`config.mk`:
```
export PLATFORM = sky130hd
export DESIGN_NAME = sequenciador_jogo_param
export DESIGN_NICKNAME = d
export VERILOG_FILES = /design/src/rtl/sequenciador_jogo_param.sv
export SDC_FILE = /design/constraint.sdc
export NUM_CORES = 1
export LEC_CHECK = 0
export BUFFER_PORTS_ARGS = -buffer_cell sky130_fd_sc_hd__buf_2
export CORE_UTILIZATION = 60
export CTS_BUF_LIST = sky130_fd_sc_hd__clkbuf_8
export CTS_CLUSTER_DIAMETER = 50
export CTS_CLUSTER_SIZE = 40
export DETAILED_ROUTE_END_ITERATION = 6
export PLACE_DENSITY = 0.95
export SLEW_MARGIN = 20
export SYNTH_ARGS = -nofsm -noshare
export SYNTH_HDL_FRONTEND = slang
export SYNTH_SLANG_ARGS = --single-unit
```
`constraint.sdc`:
```
create_clock -name clock -period 4.9 [get_ports clock]
set_input_delay 0.735 -clock clock [delete_from_list [all_inputs] [get_ports clock]]
set_output_delay 0.735 -clock clock [all_outputs]
set_load 0.02 [all_outputs]
```
`src/rtl/sequenciador_jogo_param.sv`:
```
// Memory-sequence game controller: plays the ROM sequence for round r, then checks the player's echo.
// Single-cycle state transitions; status outputs decode registered state, nota_saida muxes ROM/buttons by state.
module sequenciador_jogo_param #(
  parameter int N_BOTOES    = 4,
  parameter int MAX_RODADAS = 16,
  parameter int MAX_ERROS   = 3,
  parameter int T_NOTA      = 500,
  parameter int T_PAUSA     = 100,
  parameter int T_JOGADA    = 3000,
  localparam int AW         = $clog2(MAX_RODADAS),
  localparam int EW         = $clog2(MAX_ERROS + 2)
) (
  input  logic                clock,
  input  logic                reset,
  input  logic                jogar,
  input  logic                treinamento,
  input  logic [N_BOTOES-1:0] botoes,
  input  logic [N_BOTOES-1:0] nota_mem,
  output logic [AW-1:0]       endereco,
  output logic [N_BOTOES-1:0] nota_saida,
  output logic [AW-1:0]       rodada,
  output logic [EW-1:0]       erros,
  output logic                pronto,
  output logic                acertou,
  output logic                db_timeout,
  output logic                db_esgotou,
  output logic [4:0]          db_estado
);

  localparam int T_MAX = (T_JOGADA > T_NOTA) ?
                         ((T_JOGADA > T_PAUSA) ? T_JOGADA : T_PAUSA) :
                         ((T_NOTA > T_PAUSA) ? T_NOTA : T_PAUSA);
  localparam int TW = $clog2(T_MAX + 1);

  typedef enum logic [4:0] {
    INICIAL     = 5'h0,
    PREPARA     = 5'h1,
    TOCA        = 5'h2,
    PAUSA       = 5'h3,
    ESPERA      = 5'h4,
    REGISTRA    = 5'h5,
    SOLTA       = 5'h6,
    COMPARA     = 5'h7,
    PROXIMO     = 5'h8,
    PROX_RODADA = 5'h9,
    ERROU       = 5'hA,
    FIM_ACERTO  = 5'hB,
    FIM_TIMEOUT = 5'hC,
    FIM_ERROS   = 5'hD,
    TREINO      = 5'hE
  } estado_t;

  estado_t             r_estado;
  estado_t             w_estado_prox;
  logic [AW-1:0]       r_rodada;
  logic [AW-1:0]       w_rodada_prox;
  logic [AW-1:0]       r_j;
  logic [AW-1:0]       w_j_prox;
  logic [EW-1:0]       r_erros;
  logic [EW-1:0]       w_erros_prox;
  logic [EW-1:0]       w_erros_inc;
  logic [TW-1:0]       r_timer;
  logic [TW-1:0]       w_timer_prox;
  logic [N_BOTOES-1:0] r_jogada;
  logic [N_BOTOES-1:0] w_jogada_prox;
  logic [N_BOTOES-1:0] r_botoes_ant;
  logic [N_BOTOES-1:0] w_nota;
  logic                w_borda;

  // Only a rising press counts, so a button held into ESPERA needs release and re-press.
  assign w_borda     = (botoes != '0) && (r_botoes_ant == '0);
  assign w_erros_inc = (r_erros == EW'(MAX_ERROS + 1)) ? r_erros : r_erros + EW'(1);

  always_comb begin
    w_estado_prox = r_estado;
    w_rodada_prox = r_rodada;
    w_j_prox      = r_j;
    w_erros_prox  = r_erros;
    w_jogada_prox = r_jogada;
    w_nota        = '0;
    case (r_estado)
      INICIAL: begin
        if (jogar) w_estado_prox = PREPARA;
      end
      PREPARA: begin
        w_rodada_prox = '0;
        w_j_prox      = '0;
        w_erros_prox  = '0;
        w_jogada_prox = '0;
        w_estado_prox = treinamento ? TREINO : TOCA;
      end
      TREINO: begin
        w_nota = botoes;
        if (!treinamento) w_estado_prox = INICIAL;
      end
      TOCA: begin
        w_nota = nota_mem;
        if (r_timer == TW'(T_NOTA - 1)) w_estado_prox = PAUSA;
      end
      PAUSA: begin
        if (r_timer == TW'(T_PAUSA - 1)) begin
          if (r_j == r_rodada) begin
            w_j_prox      = '0;
            w_estado_prox = ESPERA;
          end else begin
            w_j_prox      = r_j + AW'(1);
            w_estado_prox = TOCA;
          end
        end
      end
      ESPERA: begin
        if (w_borda)                            w_estado_prox = REGISTRA;
        else if (r_timer == TW'(T_JOGADA - 1))  w_estado_prox = FIM_TIMEOUT;
      end
      REGISTRA: begin
        w_jogada_prox = botoes;
        w_estado_prox = SOLTA;
      end
      SOLTA: begin
        w_nota = r_jogada;
        if (botoes == '0) w_estado_prox = COMPARA;
      end
      COMPARA: begin
        if (r_jogada != nota_mem)  w_estado_prox = ERROU;
        else if (r_j == r_rodada)  w_estado_prox = PROX_RODADA;
        else                       w_estado_prox = PROXIMO;
      end
      PROXIMO: begin
        w_j_prox      = r_j + AW'(1);
        w_estado_prox = ESPERA;
      end
      PROX_RODADA: begin
        if (r_rodada == AW'(MAX_RODADAS - 1)) begin
          w_estado_prox = FIM_ACERTO;
        end else begin
          w_rodada_prox = r_rodada + AW'(1);
          w_j_prox      = '0;
          w_estado_prox = TOCA;
        end
      end
      ERROU: begin
        w_erros_prox = w_erros_inc;
        if (w_erros_inc > EW'(MAX_ERROS)) begin
          w_estado_prox = FIM_ERROS;
        end else begin
          w_j_prox      = '0;
          w_estado_prox = TOCA;
        end
      end
      FIM_ACERTO, FIM_TIMEOUT, FIM_ERROS: begin
        if (jogar) w_estado_prox = PREPARA;
      end
      default: w_estado_prox = INICIAL;
    endcase
  end

  // One shared timer: it restarts on every state change, so each timed state starts from zero.
  always_comb begin
    w_timer_prox = '0;
    if (w_estado_prox == r_estado)
      w_timer_prox = (r_timer == TW'(T_MAX)) ? r_timer : r_timer + TW'(1);
  end

  always_ff @(posedge clock or negedge reset) begin
    if (!reset) begin
      r_estado     <= INICIAL;
      r_rodada     <= '0;
      r_j          <= '0;
      r_erros      <= '0;
      r_timer      <= '0;
      r_jogada     <= '0;
      r_botoes_ant <= '0;
    end else begin
      r_estado     <= w_estado_prox;
      r_rodada     <= w_rodada_prox;
      r_j          <= w_j_prox;
      r_erros      <= w_erros_prox;
      r_timer      <= w_timer_prox;
      r_jogada     <= w_jogada_prox;
      r_botoes_ant <= botoes;
    end
  end

  assign endereco   = r_j;
  assign rodada     = r_rodada;
  assign erros      = r_erros;
  assign nota_saida = w_nota;
  assign db_estado  = r_estado;
  assign acertou    = (r_estado == FIM_ACERTO);
  assign db_timeout = (r_estado == FIM_TIMEOUT);
  assign db_esgotou = (r_estado == FIM_ERROS);
  assign pronto     = acertou | db_timeout | db_esgotou;

endmodule

```
==> results of run 1 <==
## Yosys cell counts, drive strengths merged, types with 2 or more instances
master,count,area (um^2)
nor4,5,31.3
xnor2,13,114
a21oi,17,88.8
and3,3,18.8
or3b,2,17.5
nor4b,3,41.3
nand4,8,50.1
o21ai,15,75.1
nand2b,6,37.5
o21a,3,22.5
nand3,14,70.1
dfrtp,36,901
xor2,6,52.6
a31oi,2,27.5
nand2,32,128
o22ai,2,12.5
buf,9,51.3
mux2i,5,50.1
a22o,4,35.0
or4b,3,30.0
inv,6,22.5
nand4b,3,26.3
a211oi,9,97.6
clkbuf,8,30.0
nor2,30,129
ha,6,75.1
or4,3,26.3
nand3b,6,45.0
nor3b,2,20.0
nor3,5,25.0
## cell families after synthesis
group	Yosys count	synth area share [%]
AND/OR/NAND/NOR	130	28.7
AO/OA/AOI/OAI	67	20.0
flip-flops	36	35.2
buffers and inverters	23	4.06
XOR/XNOR	19	6.51
multiplexers	6	2.40
adder cells (fa/ha/maj)	6	2.94
other	1	0.147
## path summary, 6_finish.rpt
| path | from | endpoint | slack (ps) | depth (start not counted) |
|---|---|---|---|---|
| setup / recovery | db_estado[3] | r_timer[0] | 2020 | 5 |
| hold / removal | reset | r_jogada[1] | 520 | 1 |
| setup reg to reg | db_estado[3] | r_timer[0] | 2020 | 5 |
| hold reg to reg | r_jogada[3] | r_jogada[3] | 540 | 2 |
| max in group asynchronous | reset | r_timer[4] | 3860 | 1 |
| min in group clock | r_jogada[3] | r_jogada[3] | 540 | 2 |
## critical path: stages, from the launching register on
cell	delay, ps
dfrtp_1	950
nor2_1	350
a32oi_1	390
o21a_1	180
nand4_1	480
a211oi_1	410
## stage by stage
step | hold slack, ps | util [%] | setup slack (ps) | std cells
6_report | 521 | 69.1 | 2020 | 364
3_5_place_dp | 530 | 66.9 | 2070 | 356
4_1_cts | 546 | 69.1 | 2090 | 364
5_1_grt | 569 | 69.1 | 1770 | 364
2_1_floorplan | 439 | - | 2370 | 288
3_3_place_gp | 512 | 66.9 | 2180 | 356
## state kept, by name (all words and copies together) (netlist names)
| register | flops |
|---|---|
| r_jogada | 4 |
| rodada | 4 |
| r_botoes_ant | 4 |
| erros | 3 |
| endereco | 4 |
| r_timer | 12 |
| db_estado | 5 |
## routing by layer
layer  track usage, %  up-vias  share of wire (%)
met5                0        -                  0
met4             7.45        0                1.1
met3             6.25        9                6.0
met2             49.1       90                 49
met1             40.3     1124                 44
li1                 -     1110                  -
## area by class of cell
| cell class | instances | share of cell area (%) |
|---|---|---|
| multi-input cells | 229 | 55.4 |
| flip-flops and latches | 36 | 32.1 |
| repair buffers | 35 | 6.25 |
| clock buffers | 6 | 2.95 |
| well taps | 50 | 2.23 |
| inverters | 6 | 0.803 |
| clock inverters | 2 | 0.268 |
## power by group through the flow
stage	Sequential, mW	Combinational, mW	Clock [mW]
6_report	0.433	0.380	0.217
5_1_grt	0.441	0.418	0.235
4_1_cts	0.430	0.378	0.219
3_5_place_dp	0.435	0.377	0
3_3_place_gp	0.430	0.362	0
2_1_floorplan	0.397	0.323	0
==> summary.txt, run 1 <==
Place
  – GP Congestion: 0.991
  – Port Buf Inserts: 35
  – DP Wirelength: 4300 um
  – Placed Instance Area: 2710 um^2

Drt
  – Post-DRT Antenna Nets: 0
  – Via/cell ratio: 6.41
  – Wire per inst: 16.5 um
  – Initial DRC Count: 220
  – Total Wirelength: 6000 um
  – Drt pass-1 iters: 4
  – Via count: 2333
  – DRC Markers: 0

Layout
  – Finished Cell Area: 2800 um^2
  – Final #Nets: 331
  – Commonest non-fill, non-tap cells in the layout: dfrtp_1, buf_2, nand2_1, nor2_1, a21oi_1
  – Area of the multi-input gates: 1550 um^2
  – Share of post-route cells with drive strength above 1: 18.8%
  – P&R area growth vs syn: 9.64%
  – Register area: 901 um^2
  – Antenna diodes: 0
  – Fillcell total: 292
  – Most common cell after layout, fill and taps aside: dfrtp_1

Setup path
  – Worst-path fanout max: 26
  – WS Path Type: reg -> reg
  – Worst Setup Start Kind: flop
  – CP Data Arrival Time: 3070 ps
  – WP data required: 5090 ps
  – CP endpoint kind: flop

Clock network
  – Root Buffer: clkbuf_8
  – CTS clk-pin slew, worst paths: 70 ps
  – Cts hold-fix bufs: 0
  – Clk sinks: 36
  – CTS max path bufs: 2
  – Post-CTS Setup Inserts: 0
  – Num CTS Buffers: 5
  – Clock Latency Late Sink: 300 ps
  – CTS tree: yes
  – H-tree depth: 2
  – PostCTS Resize Cnt: 0

Synthesis
  – Netlist cell types: 63
  – Syn_area_per_cell: 8.88 um^2
  – Post-synthesis sequential area ratio: 35.2%
  – Number of flops mapped to enable cells by yosys: 0
  – Synthesized flop and latch total: 36
  – Mapped Area: 2560 um^2
  – YS warnings: 0
  – Post-Syn Nets: 306
  – Synth Flop Type: dfrtp_1
  – Synth Instances: 288
  – Asr flop ratio synth: 100%

Timing
  – Least-Margin Pin Slew: 928 ps
  – Final TNS setup: 0 ps
  – Final Hold Fails: 0
  – Relative max-transition margin: 38.2%
  – Period utilization: 58.8%
  – Clock skew: 7.08 ps
  – Final Critical Period: 2880 ps
  – Slew Viols, Final: 0
  – Setup repair after global routing missed its margin: false
  – Peak Freq: 347 MHz
  – Final setup vio count: 0

Die
  – Die area: 4530 um^2
  – DIE HEIGHT: 67.3 um
  – Die width: 67.3 um
  – I/O pin total: 36
  – Initial Utilization: 63.0%
  – Core area: 4060 um^2
  – Core Rows: 23

Pwr
  – Peak VDD IR: 0.246 mV
  – Combinational Power Share: 36.9%
  – PnR Total Power: 1.03 mW
  – Seq pwr share: 42.1%
  – Cell Int Power: 0.593 mW
  – Total net switching power: 0.437 mW
  – Clock share of power: 21.0%
  – Sw Share: 42.4%
  – Leak: 1.17 nW
  – Pwr per Cell Area: 367 nW/um^2

Global route
  – Largest net degree at the start of global routing: 37
  – Global-route wire length before repair: 10000 um
  – Congestion Overflow GR: 0
  – GR Util All Layers: 30.0%
  – Initial antenna violation count: 0
  – Vias in the first global route: 2128

Status
  – Status: completed

Run
  – Max-Cap Viols: 0

Min path
  – HP Class: in -> async
Power figures use the tool's default switching activity.
==> run 2, diff against run 1 <==
==> constraint.sdc (replaced) <==
create_clock -name clock -period 2.8 [get_ports clock]
set_input_delay 0.42 -clock clock [delete_from_list [all_inputs] [get_ports clock]]
set_output_delay 0.42 -clock clock [all_outputs]
set_load 0.02 [all_outputs]
==> run 2 against run 1 <==
Compared with the run above:
- wire length rose by 6.5%
- clock skew is 0.92 ps lower
- utilization grew 0.80 points
- largest cell class unchanged
- highest routed layer unchanged
==> summary.txt, run 2 (same netlist as run 1, synthesis figures left out) <==
Status
  – Status: completed (unchanged)

Min path
  – HP Class: in -> async (unchanged)

Drt
  – Initial DRC Count: 200 (was 220)
  – DRC Markers: 0 (unchanged)
  – Via count: 2409 (was 2333)
  – Total Wirelength: 6390 um (was 6000 um)
  – Drt pass-1 iters: 6 (was 4)
  – Post-DRT Antenna Nets: 0 (unchanged)
  – Wire per inst: 17.3 um (was 16.5 um)
  – Via/cell ratio: 6.53 (was 6.41)

Clock network
  – PostCTS Resize Cnt: 0 (unchanged)
  – CTS clk-pin slew, worst paths: 70 ps (about the same)
  – H-tree depth: 2 (unchanged)
  – CTS max path bufs: 2 (unchanged)
  – Num CTS Buffers: 5 (unchanged)
  – Clock Latency Late Sink: 290 ps (was 300 ps)
  – Clk sinks: 36 (unchanged)
  – Root Buffer: clkbuf_8 (unchanged)
  – Post-CTS Setup Inserts: 0 (unchanged)
  – Cts hold-fix bufs: 0 (unchanged)
  – CTS tree: yes (unchanged)

Timing
  – Clock skew: 6.16 ps (was 7.08 ps)
  – Period utilization: 90.9% (was 58.8%)
  – Slew Viols, Final: 0 (unchanged)
  – Least-Margin Pin Slew: 818 ps (was 928 ps)
  – Final TNS setup: 0 ps (unchanged)
  – Final setup vio count: 0 (unchanged)
  – Setup repair after global routing missed its margin: false (unchanged)
  – Relative max-transition margin: 45.5% (was 38.2%)
  – Final Hold Fails: 0 (unchanged)
  – Peak Freq: 393 MHz (was 347 MHz)
  – Final Critical Period: 2550 ps (was 2880 ps)

Setup path
  – Worst Setup Start Kind: flop (unchanged)
  – WS Path Type: reg -> reg (unchanged)
  – Worst-path fanout max: 19 (was 26)
  – CP endpoint kind: flop (unchanged)
  – Worst R2R Setup Slack: 250 ps (was 2020 ps)
  – WP data required: 3000 ps (was 5090 ps)
  – R2R depth: 6 (was 5)
  – Worst setup startpoint: db_estado[4] (was db_estado[3])
  – Crit path to: r_timer[0] (unchanged)
  – CP Data Arrival Time: 2740 ps (was 3070 ps)
  – R2R Path Start: db_estado[4] (was db_estado[3])
  – Reg2reg end: r_timer[0] (unchanged)

Layout
  – Biggest register: r_timer (unchanged)
  – Share of post-route cells with drive strength above 1: 20.4% (was 18.8%)
  – Util after Layout: 69.9% (was 69.1%)
  – Most common cell after layout, fill and taps aside: dfrtp_1 (unchanged)
  – Max reg flops: 12 (unchanged)
  – Final #Nets: 337 (was 331)
  – Finished Cell Area: 2840 um^2 (was 2800 um^2)
  – P&R area growth vs syn: 10.9% (was 9.64%)
  – Antenna diodes: 0 (unchanged)
  – Commonest non-fill, non-tap cells in the layout: dfrtp_1, buf_2, nand2_1, nor2_1, a21oi_1 (unchanged)

Global route
  – Initial antenna violation count: 0 (unchanged)
  – GR Util All Layers: 31.1% (was 30.0%)
  – Largest net degree at the start of global routing: 37 (unchanged)
  – Global-route wire length before repair: 10500 um (was 10000 um)
  – Congestion Overflow GR: 0 (unchanged)
  – Vias in the first global route: 2261 (was 2128)

Die
  – Die width: 67.3 um (unchanged)
  – I/O pin total: 36 (unchanged)
  – Die area: 4530 um^2 (unchanged)
  – DIE HEIGHT: 67.3 um (unchanged)
  – Initial Utilization: 63.0% (unchanged)
  – Core Rows: 23 (unchanged)
  – Core area: 4060 um^2 (unchanged)

Pwr
  – Sw Share: 43.0% (was 42.4%)
  – Pwr per Cell Area: 650 nW/um^2 (was 367 nW/um^2)
  – Total net switching power: 0.793 mW (was 0.437 mW)
  – Cell Int Power: 1.05 mW (was 0.593 mW)
  – Seq pwr share: 38.2% (was 42.1%)
  – Combinational Power Share: 43.0% (was 36.9%)
  – Leak: 1.19 nW (was 1.17 nW)
  – Peak VDD IR: 0.521 mV (was 0.246 mV)
  – Clock share of power: 18.8% (was 21.0%)

Run
  – Max-Cap Viols: 0 (unchanged)

Place
  – Port Buf Inserts: 35 (unchanged)
  – Placed Instance Area: 2750 um^2 (was 2710 um^2)
  – GP Congestion: 0.947 (was 0.991)
  – DP Wirelength: 4420 um (was 4300 um)
-- run 2: worst max-delay path: stages, from the launching register on --
cell and delay, ps:
dfrtp_1 580, or3b_1 630, nor2_8 210, a21oi_1 150, a311oi_4 450, nand2_4 170
a211oi_1 250
-- run 2: stage by stage --
stage	std cells	setup slack, ps	hold slack [ps]	power [mW]
final	369	254	220	1.85
after CTS	368	173	248	1.82
after global placement	361	292	507	1.43
after global routing	369	150	270	1.94
after floorplan	288	560	124	1.26
after detailed placement	361	197	517	1.47
-- run 2: cell type report --
| class | instances | area (um^2) |
|---|---|---|
| Sequential cell | 36 | 901 |
| Timing Repair Buffer | 41 | 220 |
| Clock inverter | 2 | 8.76 |
| Clock buffer | 5 | 68.8 |
| Tap cell | 50 | 62.6 |
| Fill cell | 302 | 1220 |
| Inverter | 6 | 22.5 |
| Multi-Input combinational cell | 229 | 1550 |
-- run 2: worst min path at each step --
stage	endpoint	slack (ps)	depth (start not counted)
2_1_floorplan	db_estado[0]	120	0
6_report	r_jogada[1]	220	1
3_5_place_dp	r_jogada[0]	520	2
4_1_cts	r_timer[2]	250	1
5_1_grt	r_botoes_ant[2]	270	1
3_3_place_gp	r_jogada[2]	510	2
-- run 2: power groups by stage --
stage                     logic (mW)  clock network [mW]  registers, mW
after floorplan                0.565                   0          0.695
after global placement         0.731                   0          0.700
after detailed placement       0.757                   0          0.709
after CTS                      0.768               0.348          0.700
after global routing           0.858               0.367          0.715
final                          0.793               0.346          0.705
-- run 2: per-layer routing --
metal / up-vias / track usage [%] / wire [um]
met4: 0 / 15.2 / 147
met3: 19 / 7.60 / 494
met1: 1159 / 39.9 / 2710
li1: 1115 / - / -
met5: - / 0 / 0
met2: 116 / 48.9 / 3030
